**src/rtl/seg_pkg.sv**
```systemverilog
// Shared constants for the seven-segment byte writer: active-low segment codes, buffer depth, FSM states.
// No logic; pure declarations, imported by the decoder and the writer.
package seg_pkg;

  localparam int SEG_DEPTH = 8;

  // Active-low patterns, bit7=a ... bit1=g, bit0=dp.
  localparam logic [7:0] SEG_0 = 8'h03;
  localparam logic [7:0] SEG_1 = 8'h9F;
  localparam logic [7:0] SEG_2 = 8'h25;
  localparam logic [7:0] SEG_3 = 8'h0D;
  localparam logic [7:0] SEG_4 = 8'h99;
  localparam logic [7:0] SEG_5 = 8'h49;
  localparam logic [7:0] SEG_6 = 8'h41;
  localparam logic [7:0] SEG_7 = 8'h1F;
  localparam logic [7:0] SEG_8 = 8'h01;
  localparam logic [7:0] SEG_9 = 8'h09;
  localparam logic [7:0] SEG_A = 8'h11;
  localparam logic [7:0] SEG_B = 8'h00;
  localparam logic [7:0] SEG_C = 8'h63;
  localparam logic [7:0] SEG_D = 8'h02;
  localparam logic [7:0] SEG_E = 8'h61;
  localparam logic [7:0] SEG_F = 8'h71;

  typedef enum logic [1:0] {
    LO = 2'd0,
    HI = 2'd1,
    WR = 2'd2
  } seg_state_t;

endpackage

```
**src/rtl/seg_writer_if.sv**
```systemverilog
// Nibble handshake in, RAM write port and status out; master is the producer/observer, slave is the writer.
// Pure wiring, no latency; seg_ready is the only backpressure signal.
interface seg_writer_if;
  logic [7:0] seg_in;
  logic       seg_valid;
  logic       seg_ready;
  logic       wr_en;
  logic [2:0] wr_addr;
  logic [7:0] wr_data;
  logic [3:0] count;
  logic       full;
  logic       err;

  modport master (
    output seg_in, seg_valid,
    input  seg_ready, wr_en, wr_addr, wr_data, count, full, err
  );

  modport slave (
    input  seg_in, seg_valid,
    output seg_ready, wr_en, wr_addr, wr_data, count, full, err
  );
endinterface

```
**src/rtl/seg_decode.sv**
```systemverilog
// Seven-segment pattern to hex nibble; valid drops for any of the 240 unlisted patterns.
// Combinational, zero latency, no backpressure.
module seg_decode
  import seg_pkg::*;
(
  input  logic [7:0] seg_in,
  output logic [3:0] nibble,
  output logic       valid
);

  always_comb begin
    nibble = 4'h0;
    valid  = 1'b1;
    case (seg_in)
      SEG_0:   nibble = 4'h0;
      SEG_1:   nibble = 4'h1;
      SEG_2:   nibble = 4'h2;
      SEG_3:   nibble = 4'h3;
      SEG_4:   nibble = 4'h4;
      SEG_5:   nibble = 4'h5;
      SEG_6:   nibble = 4'h6;
      SEG_7:   nibble = 4'h7;
      SEG_8:   nibble = 4'h8;
      SEG_9:   nibble = 4'h9;
      SEG_A:   nibble = 4'hA;
      SEG_B:   nibble = 4'hB;
      SEG_C:   nibble = 4'hC;
      SEG_D:   nibble = 4'hD;
      SEG_E:   nibble = 4'hE;
      SEG_F:   nibble = 4'hF;
      default: valid  = 1'b0;
    endcase
  end

endmodule

```
**src/rtl/seg_writer.sv**
```systemverilog
// Packs pairs of decoded seven-segment nibbles into bytes for an 8x8 RAM; write strobe one cycle after the high nibble.
// seg_ready low in WR and while full; SEG_WRITER_WRAP_EN makes the buffer a ring that never fills.
module seg_writer
  import seg_pkg::*;
(
  input  logic         clk,
  input  logic         rst,
  input  logic         start,
  seg_writer_if.slave  bus
);

  localparam logic [3:0] CNT_MAX = 4'(SEG_DEPTH);

  seg_state_t state_q, state_d;
  logic [2:0] ptr_q, ptr_d;
  logic [3:0] count_q, count_d;
  logic       full_q, full_d;
  logic       err_q, err_d;
  logic [3:0] lo_nib_q, lo_nib_d;
  logic [7:0] wr_data_q, wr_data_d;

  logic [3:0] dec_nib;
  logic       dec_vld;
  logic       rdy;
  logic       xfer;

  seg_decode u_dec (
    .seg_in (bus.seg_in),
    .nibble (dec_nib),
    .valid  (dec_vld)
  );

  always_ff @(posedge clk) begin
    if (rst) begin
      state_q   <= LO;
      ptr_q     <= 3'd0;
      count_q   <= 4'd0;
      full_q    <= 1'b0;
      err_q     <= 1'b0;
      lo_nib_q  <= 4'h0;
      wr_data_q <= 8'h00;
    end else begin
      state_q   <= state_d;
      ptr_q     <= ptr_d;
      count_q   <= count_d;
      full_q    <= full_d;
      err_q     <= err_d;
      lo_nib_q  <= lo_nib_d;
      wr_data_q <= wr_data_d;
    end
  end

  always_comb begin
    state_d   = state_q;
    ptr_d     = ptr_q;
    count_d   = count_q;
    full_d    = full_q;
    err_d     = err_q;
    lo_nib_d  = lo_nib_q;
    wr_data_d = wr_data_q;
    xfer      = bus.seg_valid && rdy;

    // An undecodable accepted pattern only flags err; the FSM does not move.
    case (state_q)
      LO: begin
        if (xfer) begin
          if (dec_vld) begin
            lo_nib_d = dec_nib;
            state_d  = HI;
          end else begin
            err_d = 1'b1;
          end
        end
      end
      HI: begin
        if (xfer) begin
          if (dec_vld) begin
            wr_data_d = {dec_nib, lo_nib_q};
            state_d   = WR;
          end else begin
            err_d = 1'b1;
          end
        end
      end
      WR: begin
        state_d = LO;
        ptr_d   = ptr_q + 3'd1;
        if (count_q != CNT_MAX) begin
          count_d = count_q + 4'd1;
        end
`ifndef SEG_WRITER_WRAP_EN
        full_d = (count_q + 4'd1 == CNT_MAX);
`endif
      end
      default: state_d = LO;
    endcase

    // start wins over both a same-cycle handshake and the post-write increment.
    if (start) begin
      state_d  = LO;
      ptr_d    = 3'd0;
      count_d  = 4'd0;
      full_d   = 1'b0;
      err_d    = 1'b0;
      lo_nib_d = 4'h0;
    end
  end

  always_comb begin
    rdy           = !rst && !full_q && (state_q == LO || state_q == HI);
    bus.seg_ready = rdy;
    bus.wr_en     = !rst && (state_q == WR);
    bus.wr_addr   = ptr_q;
    bus.wr_data   = wr_data_q;
    bus.count     = count_q;
    bus.full      = full_q;
    bus.err       = err_q;
  end

endmodule

```
**src/flat_wrapper.sv**
```systemverilog
// flat-port wrapper written by rule: the top's interface ports become plain ports
module seg_writer_flat import seg_pkg::*;
  (clk, rst, start, bus_seg_in, bus_seg_valid, bus_seg_ready, bus_wr_en, bus_wr_addr, bus_wr_data, bus_count, bus_full, bus_err);
  seg_writer_if bus_i ();
  input  logic clk;
  input  logic rst;
  input  logic start;
  input wire logic [$bits(bus_i.seg_in)-1:0] bus_seg_in;
  input wire logic [$bits(bus_i.seg_valid)-1:0] bus_seg_valid;
  output wire logic [$bits(bus_i.seg_ready)-1:0] bus_seg_ready;
  output wire logic [$bits(bus_i.wr_en)-1:0] bus_wr_en;
  output wire logic [$bits(bus_i.wr_addr)-1:0] bus_wr_addr;
  output wire logic [$bits(bus_i.wr_data)-1:0] bus_wr_data;
  output wire logic [$bits(bus_i.count)-1:0] bus_count;
  output wire logic [$bits(bus_i.full)-1:0] bus_full;
  output wire logic [$bits(bus_i.err)-1:0] bus_err;
  assign bus_i.seg_in = bus_seg_in;
  assign bus_i.seg_valid = bus_seg_valid;
  assign bus_seg_ready = bus_i.seg_ready;
  assign bus_wr_en = bus_i.wr_en;
  assign bus_wr_addr = bus_i.wr_addr;
  assign bus_wr_data = bus_i.wr_data;
  assign bus_count = bus_i.count;
  assign bus_full = bus_i.full;
  assign bus_err = bus_i.err;
  seg_writer u_core (.clk(clk), .rst(rst), .start(start), .bus(bus_i));
endmodule
```
**config.mk**
```make
export PLATFORM = sky130hd
export DESIGN_NAME = seg_writer_flat
export DESIGN_NICKNAME = d
export VERILOG_FILES = /design/src/rtl/seg_pkg.sv /design/src/rtl/seg_writer_if.sv /design/src/rtl/seg_decode.sv /design/src/rtl/seg_writer.sv /design/src/flat_wrapper.sv
export SDC_FILE = /design/constraint.sdc
export NUM_CORES = 1
export LEC_CHECK = 0
export BUFFER_PORTS_ARGS = -buffer_cell sky130_fd_sc_hd__buf_2
export CAP_MARGIN = 10
export CORE_ASPECT_RATIO = 2
export CORE_MARGIN = 8
export CORE_UTILIZATION = 54
export CTS_CLUSTER_DIAMETER = 40
export DETAILED_ROUTE_END_ITERATION = 10
export PLACE_DENSITY = 0.79
export SETUP_SLACK_MARGIN = 0.02
export SLEW_MARGIN = 20
export SYNTH_ARGS = -nofsm -noshare
export SYNTH_HDL_FRONTEND = slang
export SYNTH_SLANG_ARGS = --single-unit
```
**constraint.sdc**
```tcl
create_clock -name clk -period 2.35 [get_ports clk]
set_input_delay 0.3525 -clock clk [delete_from_list [all_inputs] [get_ports clk]]
set_output_delay 0.3525 -clock clk [all_outputs]
set_load 0.05 [all_outputs]
```
* Yosys cells after proc, flatten, opt, wreduce, memory -nomap -nowiden
Index checks and enable logic that the tools add are counted.
** Word-level totals
- Bits of input ports :: 12
- Output and inout port bits :: 19
- Bits in registers :: 23
- Logic and storage cells :: 57
** Cells by class
- Bitwise gates (word level) :: 1
- Multiplexer cells :: 7
- Reductions and logical operators :: 17
- Add/sub/neg operators :: 2
- Eq/ne operators :: 23
** Operators with widths (count)
- $pmux 4 s15 :: 1
- $eq 8x7->1 const B :: 5
- $eq 8x2->1 const B :: 2
- $eq 8x4->1 const B :: 2
- $eq 8x5->1 const B :: 2
- $eq 8x8->1 const B :: 2
- $reduce_or 16->1 :: 1
- $reduce_and 3->1 :: 3
- $eq 8x1->1 const B :: 1
- $eq 8x6->1 const B :: 1
- $logic_not 8->1 :: 1
- $mux 2 :: 4
- $ne 2x1->1 const B :: 4
- $add 4x1->4 const B :: 1
- $eq 4x4->1 const B :: 1
- $logic_and 1x1->1 :: 4
- $ne 4x4->1 const B :: 1
- $pmux 2 s2 :: 1
- $reduce_and 4->1 :: 1
- $reduce_or 2->1 :: 2
- $add 3x1->3 const B :: 1
- $eq 2x1->1 const B :: 1
- $eq 2x2->1 const B :: 1
- $logic_not 1->1 :: 2
- other kinds (5) :: 5

* Logic depth before layout (Yosys ltp)
Gate-level depths: netlist (run 1).
- Depth after elaboration :: 6
- Gate-level depth with buffers :: 6
- Gate-level depth less buffers :: 6

* Modules after synthesis
From an unflattened synthesis (run 1), not the netlist that was laid out.
** Second synthesis, totals
- Cell total of the unflattened synthesis :: 175
- Area total of the unflattened synthesis :: 1410.1 µm²
** By module, submodules not included
- seg_writer :: times used 1, cells each 116, seq. area each 460.4 µm², area an instance 1022.2 µm²
- seg_decode :: times used 1, cells each 59, seq. area each 0.0 µm², area an instance 387.9 µm²

* Least setup slack after synthesis (run 1)
OpenSTA, ideal clock, no wires.
- Path kind :: register to register
- From :: register u_core.full_q, in the netlist u_core.bus.full
- To :: register u_core.wr_data_q[0], in the netlist u_core.bus.wr_data[0]
- Arrival :: 2.739 ns
- Setup time :: 0.072 ns
- Stages on the path, launching flop included :: 6
- Path slack :: -0.461 ns
- Required time :: 2.278 ns
- Clock period less this slack :: 2.811 ns
- Path buffers :: 0
- Path through :: dfxtp_1 nor3_1 and2_0 nand3_1 o221ai_4 mux2i_1
** On the way
- Word-level cells in the longest chain between the ends :: 5
** Ends and longest elaborated chain
- start, declared :: line seg_writer.sv:17 : logic full_q, full_d;
- start signal, assigned :: line seg_writer.sv:46 : full_q <= full_d;
- $logic_not 1->1 :: line seg_writer.sv:110 : rdy = !rst && !full_q && (state_q == LO || state_q == HI);
- $logic_and 1x1->1 (2 in a row) :: line seg_writer.sv:110
- named net bus_seg_ready :: line flat_wrapper.sv:10 : output wire logic [$bits(bus_i.seg_ready)-1:0] bus_seg_ready;
- $logic_and 1x1->1 :: line seg_writer.sv:61 : xfer = bus.seg_valid && rdy;
- $reduce_and 3->1 (no line)
- end signal, assigned :: line seg_writer.sv:49 : wr_data_q <= wr_data_d;
- end, declared :: line seg_writer.sv:20 : logic [7:0] wr_data_q, wr_data_d;
The timed path passes the listed nets, and every way through them passes these cells.
A chain may end at the register's enable or synchronous reset.

* Final worst setup path (run 1)
- From :: register u_core.full_q, in the netlist u_core.bus.full
- To :: register u_core.lo_nib_q[3]
** On the way
- Word-level cells in the longest chain between the ends :: 5
** Ends and longest elaborated chain
- $logic_not 1->1 :: line seg_writer.sv:110
- $logic_and 1x1->1 (2 in a row) :: line seg_writer.sv:110
- $logic_and 1x1->1 :: line seg_writer.sv:61
- $reduce_and 3->1 (no line)
- end signal, assigned :: line seg_writer.sv:48 : lo_nib_q <= lo_nib_d;
- end, declared :: line seg_writer.sv:19 : logic [3:0] lo_nib_q, lo_nib_d;
No other way between the ends.

==> results.txt, run 1 <==
status = finished clean
simple-gate share of the synthesized area = 0.316
drt pass-1 iters = 4
max-cap viol count = 0
Final ANT Viol Nets = 0
post-synth cell types = 48
# fillers = 238
gr ovfl total = 0
Crit path max-delay family = simple AND/OR/NAND/NOR gates
placed inst area = 1690 sq um
Antenna diodes = 0
reg2reg end = u_core.lo_nib_q[3]
switching share of power = 0.255
Slew Limit Fails = 0
switching pwr = 0.186 mW
Worst Reg-to-Reg Cells = 4
Synth Area per Inst = 8.66 sq um
die width = 53.9 microns
vias per cell = 6.17
Leakage = 0.670 nW
fin nets = 218
worst path cell trace = or4b_1 -> or3_1 -> o221ai_4 -> mux2i_1
Hold Path End = u_core.lo_nib_q[0]
clock skew = 4.75 ps
RSZ-0062 raised after global routing = false
synthesized flop and latch total = 23
critical-path maximum fanout = 4
Worst setup EP type = register
FF-to-FF setup slack = 480 ps
DRC = 0
number of synthesized flops with an enable pin = 0
Reg clk slew, reported paths = 80 ps
Worst VDD drop = 536 uV
total track usage = 0.156
hold_sp = u_core.lo_nib_q[0]
Site Rows = 27
startpoint types = register
clk buf depth = 2
minimum clock period = 1870 ps
CTS Root Cell = clkbuf_8
Starting Density = 0.567
vias in the first global route = 1418
largest net degree at the start of global routing = 22
ys flop type = dfxtp_1
syn nets = 194
HP Class = reg -> reg
Worst Max-Slew Pin Slew = 554 ps
Detailed Route WL = 3830 microns
Adder-Cell Fraction of Synth Area = 0.0242
PnR Total Power = 0.728 mW
Syn. warnings = 0
die height = 91.8 microns
# resized after CTS = 0
delay of the slowest critical-path stage = 590 ps
setup bufs post-CTS = 0
gp weighted congestion = 0.891
Setup violations, final = 0
clk_lat worst skew = 260 ps
sequential area share after synthesis = 0.297
commonest non-fill, non-tap cells in the layout = 30 x buf_2, 23 x dfxtp_1, 17 x nand2_1, 15 x nand2b_1, 15 x nor2_1
Max-slew headroom = 0.629
IO Pins = 31
Synth Area in XOR/XNOR = 0.0395
routed len/inst = 16.6 microns
total CTS buffers = 3
Synth Area in Compound Gates = 0.164
Setup CP Type = reg -> reg
Mapped Cells = 179
CTS sink cnt = 23
Final Instance Area = 1740 sq um
TNS Setup = 0 ps
Worst Path Required = 2540 ps
Final Hold Violating Endpoints = 0
Clk pwr share = 0.329
first-pass GRT wire length = 6180 microns
Bufs and invs on worst path = 0
initial antenna violation count = 0
htree depth = 1
Critical Path AT = 2060 ps
Int Power = 0.542 mW
layout cells sized above 1 = 0.233
Logic pwr share = 0.134
fmax = 0.534 GHz
mux cell area share after synthesis = 0.0977
hold depth = 2
area of the mapped netlist = 1550 sq um
drt first-iter violations = 39
number of port buffers = 30
vias = 1426
CTS tree = done
CTS Hold Bufs = 0
commonest non-fill, non-tap cell in the layout = buf_2
Layout area overhead = 12.2%
CP max-delay cell = or4b_1
Die ar. = 4950 sq um
sequential power share = 0.536
post-DP HPWL = 3010 microns
PwrDens = 419 nW/um^2
fin crit share = 0.797
core area = 2740 sq um
r2r startpoint = u_core.bus.full
asr flop ratio synth = 0
largest family of logic cells by synthesized area = simple AND/OR/NAND/NOR gates
kinds of logic after synthesis:
family          count (synthesis)
compound gates                 28
xor+xnor                        7
fa+ha+maj                       3
buf+inv                        19
flops                          23
mux                            15
simple gates                   84
worst min-delay path, stage by stage (launching register included):
cell     delay (ps)
dfxtp_1         320
nand2_1          60
mux2i_1          50
metal layers:
metal  GRT usage  wire, microns  up-vias
met5           0              0        -
met4      0.0657             82        0
met3      0.0227            158        6
met2       0.296           2170       39
met1       0.152           1420      688
li1            -              -      693
Yosys cell counts, types with 2 or more instances:
library cell | count | area share
dfxtp_1 | 23 | 0.30
nand2_1 | 17 | 0.041
nand2b_1 | 15 | 0.061
nor2_1 | 15 | 0.036
mux2i_1 | 14 | 0.090
clkbuf_1 | 6 | 0.015
buf_2 | 5 | 0.016
inv_1 | 5 | 0.012
a21oi_1 | 4 | 0.013
nor3_1 | 4 | 0.013
o2111ai_1 | 4 | 0.023
o211ai_1 | 4 | 0.019
xnor2_1 | 4 | 0.023
and4b_1 | 3 | 0.019
ha_1 | 3 | 0.024
nand3_1 | 3 | 0.0097
nand4_1 | 3 | 0.012
nor3b_1 | 3 | 0.015
o21ai_0 | 3 | 0.0097
xor2_1 | 3 | 0.017
a32oi_1 | 2 | 0.011
and3_1 | 2 | 0.0081
buf_6 | 2 | 0.015
nand4b_1 | 2 | 0.011
nor4_1 | 2 | 0.0081
nor4b_1 | 2 | 0.011
o21a_1 | 2 | 0.0097
o21bai_1 | 2 | 0.0097
o221ai_4 | 2 | 0.034
or2_2 | 2 | 0.0081
sequential cells by signal, indices dropped and copies added, names as in the netlist:
signal,flops
u_core.bus.wr_data,8
u_core.bus.count,4
u_core.lo_nib_q,4
u_core.bus.wr_addr,3
u_core.state_q,2
u_core.bus.err,1
u_core.bus.full,1
worst max-delay path by stage:
stage | endpoint | cells after the start | slack [ps] | from
2_1_floorplan | u_core.bus.wr_data[0] | 5 | 200 | u_core.bus.full
3_3_place_gp | u_core.lo_nib_q[2] | 5 | 330 | rst
3_5_place_dp | u_core.lo_nib_q[3] | 5 | 290 | rst
4_1_cts | u_core.lo_nib_q[3] | 4 | 460 | u_core.bus.full
5_1_grt | u_core.lo_nib_q[3] | 4 | 360 | u_core.bus.full
6_report | u_core.lo_nib_q[3] | 4 | 480 | u_core.bus.full
stage by stage:
stage               utilization  hold WS, ps  setup slack (ps)  std cells
global route              0.636          488               363        231
detailed placement        0.619          461               291        227
floorplan                     -          435               204        179
global placement          0.619          445               332        227
finish                    0.636          477               477        231
CTS                       0.636          472               456        231
cell type report:
class | instances | area, sq um | share of cell area
multi-input combinational | 137 | 1000 | 0.578
sequential | 23 | 460 | 0.265
timing repair buffer | 33 | 173 | 0.0993
clock buffer | 3 | 41.3 | 0.0237
tap | 29 | 36.3 | 0.0209
inverter | 5 | 18.8 | 0.0108
clock inverter | 1 | 5.00 | 0.00288
power by group through the flow:
stage	logic, mW	clock network, mW	registers, mW
floorplan	0.0736	0	0.402
global placement	0.0930	0	0.400
detailed placement	0.0956	0	0.400
CTS	0.0961	0.245	0.391
global route	0.104	0.262	0.391
finish	0.0976	0.240	0.391
(Power assumes the default switching activity.)
==> inputs of run 2 (changes only) <==
==> constraint.sdc (replaced) <==
create_clock -name clk -period 2 [get_ports clk]
set_input_delay 0.3 -clock clk [delete_from_list [all_inputs] [get_ports clk]]
set_output_delay 0.3 -clock clk [all_outputs]
set_load 0.05 [all_outputs]
==> run 2 against run 1 <==
Non-clock buffer count is 9 higher. Utilization grew 3.7 points. Largest cell class unchanged. Critical path depth is the same. Fmax up 2.2%. Global-route usage up 2.2 points. Sequential cell count did not move. Highest routed layer unchanged. Critical endpoint is now u_core.lo_nib_q[0].
==> results.txt, run 2 (same netlist as run 1, synthesis figures left out) <==
sequential power share = 0.526 (was 0.536)
HP Class = in -> reg (was reg -> reg)
Setup violations, final = 0 (unchanged)
Logic pwr share = 0.150 (was 0.134)
vias per cell = 6.09 (was 6.17)
vias = 1461 (was 1426)
Finished Layout Cells = 240 (was 231)
layout cells sized above 1 = 0.275 (was 0.233)
Max-slew headroom = 0.652 (was 0.629)
Starting Density = 0.567 (unchanged)
Placed Cells incl. Taps = 236 (was 227)
Worst Path Required = 2200 ps (was 2540 ps)
Site Rows = 27 (unchanged)
final core occ = 0.672 (was 0.636)
# resized after CTS = 0 (unchanged)
r2r startpoint = u_core.bus.full (unchanged)
Die ar. = 4950 sq um (unchanged)
Worst setup startpoint = u_core.bus.full (unchanged)
Worst Reg-to-Reg Cells = 4 (unchanged)
post-DP HPWL = 3330 microns (was 3010 microns)
routed len/inst = 17.2 microns (was 16.6 microns)
largest net degree at the start of global routing = 21 (was 22)
status = finished clean (unchanged)
clk buf depth = 2 (unchanged)
CTS Root Cell = clkbuf_8 (unchanged)
Clk pwr share = 0.325 (was 0.329)
htree depth = 1 (unchanged)
Setup CP Type = reg -> reg (unchanged)
Layout area overhead = 18.6% (was 12.2%)
Setup crit end = u_core.lo_nib_q[0] (was u_core.lo_nib_q[3])
startpoint types = register (unchanged)
core area = 2740 sq um (unchanged)
clk_lat worst skew = 270 ps (was 260 ps)
Slew Limit Fails = 0 (unchanged)
total CTS buffers = 3 (unchanged)
DRC = 0 (unchanged)
Worst VDD drop = 540 uV (was 536 uV)
die width = 53.9 microns (unchanged)
reg2reg end = u_core.lo_nib_q[0] (was u_core.lo_nib_q[3])
critical-path maximum fanout = 4 (unchanged)
Final ANT Viol Nets = 0 (unchanged)
drt first-iter violations = 49 (was 39)
max-cap viol count = 0 (unchanged)
switching pwr = 0.225 mW (was 0.186 mW)
die height = 91.8 microns (unchanged)
drt pass-1 iters = 4 (unchanged)
# fillers = 225 (was 238)
PnR Total Power = 0.873 mW (was 0.728 mW)
switching share of power = 0.257 (was 0.255)
Leakage = 0.723 nW (was 0.670 nW)
commonest non-fill, non-tap cell in the layout = buf_2 (unchanged)
Int Power = 0.649 mW (was 0.542 mW)
clock skew = 5.02 ps (was 4.75 ps)
PwrDens = 475 nW/um^2 (was 419 nW/um^2)
Critical Path AT = 2030 ps (was 2060 ps)
Reg clk slew, reported paths = 70 ps (was 80 ps)
Worst Max-Slew Pin Slew = 520 ps (was 554 ps)
fin nets = 227 (was 218)
initial antenna violation count = 0 (unchanged)
Worst setup EP type = register (unchanged)
Antenna diodes = 0 (unchanged)
total track usage = 0.178 (was 0.156)
fin crit share = 0.916 (was 0.797)
commonest non-fill, non-tap cells in the layout = 30 x buf_2, 22 x dfxtp_1, 17 x nand2_1, 15 x nand2b_1, 15 x nor2_1 (was 30 x buf_2, 23 x dfxtp_1, 17 x nand2_1, 15 x nand2b_1, 15 x nor2_1)
max reg flops = 8 (unchanged)
IO Pins = 31 (unchanged)
Detailed Route WL = 4130 microns (was 3830 microns)
gr ovfl total = 0 (unchanged)
minimum clock period = 1830 ps (was 1870 ps)
fmax = 0.546 GHz (was 0.534 GHz)
gp weighted congestion = 0.894 (was 0.891)
pre-CTS setup slack = -180 ps (was 291 ps)
final setup margin = 168 ps (was 477 ps)
number of port buffers = 30 (unchanged)
Final Hold Violating Endpoints = 0 (unchanged)
setup bufs post-CTS = 0 (unchanged)
CTS sink cnt = 23 (unchanged)
vias in the first global route = 1505 (was 1418)
RSZ-0062 raised after global routing = false (unchanged)
FF-to-FF setup slack = 170 ps (was 480 ps)
first-pass GRT wire length = 6820 microns (was 6180 microns)
CTS tree = done (unchanged)
CTS Hold Bufs = 0 (unchanged)
==> run 2: cell type report <==
cell class              instances  area [sq um]  area share
clock inverters                 1          5.00     0.00272
flip-flops and latches         23           462       0.251
well taps                      29          36.3      0.0197
multi-input cells             137          1010       0.550
inverters                       5          18.8      0.0102
clock buffers                   3          41.3      0.0224
repair buffers                 42           265       0.144
==> run 2: worst max-delay path, stage by stage (launching register included) <==
cell,delay [ps]
dfxtp_2,350
or4b_1,550
or3_1,370
o221ai_4,270
mux2i_1,220
==> run 2: power groups by stage <==
| stage | Clock, mW | Combinational (mW) | Sequential [mW] |
|---|---|---|---|
| 3_3_place_gp | 0 | 0.124 | 0.470 |
| 5_1_grt | 0.306 | 0.141 | 0.459 |
| 6_report | 0.284 | 0.131 | 0.459 |
| 3_5_place_dp | 0 | 0.128 | 0.470 |
| 4_1_cts | 0.291 | 0.128 | 0.459 |
| 2_1_floorplan | 0 | 0.0874 | 0.472 |
==> run 2: worst min path at each step <==
stage	start	endpoint	slack, ps	depth (start not counted)
2_1_floorplan	u_core.lo_nib_q[0]	u_core.lo_nib_q[0]	440	2
3_3_place_gp	u_core.lo_nib_q[0]	u_core.lo_nib_q[0]	450	2
3_5_place_dp	u_core.lo_nib_q[0]	u_core.lo_nib_q[0]	460	2
4_1_cts	start	u_core.bus.err	400	3
5_1_grt	start	u_core.bus.err	460	3
6_report	start	u_core.bus.err	410	3
==> run 2: routing by layer <==
metal	share of wire	vias to the layer above	global-route usage
met5	0	-	0
met4	0.058	0	0.123
met3	0.041	18	0.0291
met2	0.56	41	0.332
met1	0.34	694	0.155
li1	-	708	-
==> run 2: through the flow <==
step | setup TNS, ps | cell area, sq um | hold WS [ps]
after floorplan | 0 | 1560 | 435
after global placement | -716 | 1790 | 445
after detailed placement | -1360 | 1790 | 461
after CTS | 0 | 1830 | 403
after global routing | 0 | 1840 | 458
final | 0 | 1840 | 409
==> inputs of run 3 (changes only) <==
--- a/config.mk
+++ b/config.mk
@@ -12,7 +12,7 @@
 export CORE_UTILIZATION = 54
 export CTS_CLUSTER_DIAMETER = 40
 export DETAILED_ROUTE_END_ITERATION = 10
-export PLACE_DENSITY = 0.79
+export PLACE_DENSITY = 0.9
 export SETUP_SLACK_MARGIN = 0.02
 export SLEW_MARGIN = 20
 export SYNTH_ARGS = -nofsm -noshare
==> run 3 against run 2 <==
Clock skew about the same. Register-to-register slack is essentially flat. Critical path depth unchanged. Count of clock-buffer cells in the layout unchanged. Hold slack worse by 7.2 ps. Sequential power hardly changed. Combinational power is 5% lower. First-iteration DRC count fell by 67%. Die area unchanged. Worst setup slack better by 6.9 ps. Routed wire length down 8.6%. Critical endpoint is now u_core.lo_nib_q[1]. Sequential cell count unchanged.
==> results.txt, run 3 (same netlist as run 1, synthesis figures left out) <==
PwrDens = 487 nW/um^2 (was 475 nW/um^2)
final setup margin = 175 ps (was 168 ps)
RSZ-0062 raised after global routing = false (unchanged)
Leakage = 0.705 nW (was 0.723 nW)
CTS Hold Bufs = 0 (unchanged)
Setup violations, final = 0 (unchanged)
Slew Limit Fails = 0 (unchanged)
Detailed Route WL = 3770 microns (was 4130 microns)
fmax = 0.548 GHz (was 0.546 GHz)
total track usage = 0.160 (was 0.178)
setup bufs post-CTS = 0 (unchanged)
number of port buffers = 30 (unchanged)
gp weighted congestion = 0.885 (was 0.894)
first-pass GRT wire length = 6350 microns (was 6820 microns)
total CTS buffers = 3 (unchanged)
TNS Setup = 0 ps (unchanged)
DRC = 0 (unchanged)
drt pass-1 iters = 4 (unchanged)
largest net degree at the start of global routing = 20 (was 21)
worst path cell trace = or4b_1 -> or3_1 -> o221ai_4 -> mux2i_1 (unchanged)
Multi-input gate area = 1000 sq um (was 1010 sq um)
Worst Path Required = 2210 ps (was 2200 ps)
fin nets = 224 (was 227)
clk buf depth = 2 (unchanged)
die height = 91.8 microns (unchanged)
vias in the first global route = 1442 (was 1505)
initial antenna violation count = 0 (unchanged)
CP max-delay cell = or4b_1 (unchanged)
layout cells sized above 1 = 0.260 (was 0.275)
# fillers = 233 (was 225)
hold_sp = start (unchanged)
critical-path maximum fanout = 4 (unchanged)
HP Class = in -> reg (unchanged)
Worst setup EP type = register (unchanged)
Hold WS = 402 ps (was 409 ps)
Final Hold Violating Endpoints = 0 (unchanged)
Setup CP Type = reg -> reg (unchanged)
Critical Path AT = 2030 ps (about the same)
startpoint types = register (unchanged)
r2r startpoint = u_core.bus.full (unchanged)
Layout area overhead = 16.0% (was 18.6%)
delay of the slowest critical-path stage = 530 ps (was 550 ps)
FF+latch area = 462 sq um (unchanged)
Crit path max-delay family = simple AND/OR/NAND/NOR gates (unchanged)
Antenna diodes = 0 (unchanged)
pre-CTS setup slack = 38.9 ps (was -180 ps)
status = finished clean (unchanged)
max-cap viol count = 0 (unchanged)
htree depth = 1 (unchanged)
core area = 2740 sq um (unchanged)
CTS Root Cell = clkbuf_8 (unchanged)
Reg clk slew, reported paths = 80 ps (was 70 ps)
drt first-iter violations = 16 (was 49)
PnR Total Power = 0.876 mW (was 0.873 mW)
minimum clock period = 1830 ps (about the same)
IO Pins = 31 (unchanged)
commonest non-fill, non-tap cell in the layout = buf_2 (unchanged)
Placed Cells incl. Taps = 233 (was 236)
# resized after CTS = 0 (unchanged)
fin crit share = 0.913 (was 0.916)
Worst setup startpoint = u_core.bus.full (unchanged)
CTS tree = done (unchanged)
post-DP HPWL = 2920 microns (was 3330 microns)
Worst Max-Slew Pin Slew = 543 ps (was 520 ps)
Worst VDD drop = 517 uV (was 540 uV)
Site Rows = 27 (unchanged)
Final ANT Viol Nets = 0 (unchanged)
die width = 53.9 microns (unchanged)
gr ovfl total = 0 (unchanged)
clk_lat worst skew = 270 ps (about the same)
clock skew = 5.13 ps (was 5.02 ps)
commonest non-fill, non-tap cells in the layout = 30 x buf_2, 22 x dfxtp_1, 17 x nand2_1, 15 x nand2b_1, 15 x nor2_1 (unchanged)
Starting Density = 0.567 (unchanged)
routed len/inst = 15.9 microns (was 17.2 microns)
max reg flops = 8 (unchanged)
CTS sink cnt = 23 (unchanged)
vias = 1431 (was 1461)
Bufs and invs on worst path = 0 (unchanged)
Max-slew headroom = 0.636 (was 0.652)
Finished Layout Cells = 237 (was 240)
vias per cell = 6.04 (was 6.09)
Die ar. = 4950 sq um (unchanged)
-- run 3: worst register-to-register path, cell delays in order, from the launching register on --
cell      delay, ps
dfxtp_2         350
or4b_1          530
or3_1           380
o221ai_4        280
mux2i_1         230
-- run 3: routing by layer --
metal  up-vias  wire length, microns  global-route usage
met5         -                     0                   0
met4         0                    85              0.0742
met3         8                   157              0.0194
met2        35                  2110               0.298
met1       686                  1420               0.160
li1        702                     -                   -
-- run 3: power breakdown --
| part | switching, mW | internal [mW] |
|---|---|---|
| logic | 0.0753 | 0.0488 |
| clock network | 0.153 | 0.140 |
| registers | 0.000715 | 0.458 |
| total | 0.229 | 0.647 |
-- run 3: cell type report --
| type | count | share of cell area |
|---|---|---|
| Multi-Input combinational cell | 137 | 0.559 |
| Sequential cell | 23 | 0.257 |
| Timing Repair Buffer | 39 | 0.128 |
| Clock buffer | 3 | 0.0230 |
| Tap cell | 29 | 0.0202 |
| Inverter | 5 | 0.0104 |
| Clock inverter | 1 | 0.00278 |
-- run 3: final timing paths --
kind | end | slack [ps] | depth (start not counted)
max | u_core.lo_nib_q[1] | 170 | 4
min | u_core.bus.err | 400 | 3
max reg2reg | u_core.lo_nib_q[1] | 170 | 4
min reg2reg | u_core.lo_nib_q[2] | 480 | 2
-- run 3: stage by stage --
step / utilization / instance area (sq um)
after detailed placement: 0.640 / 1750
after CTS: 0.657 / 1800
after global routing: 0.657 / 1800
after global placement: 0.640 / 1750
final: 0.657 / 1800
after floorplan: - / 1560
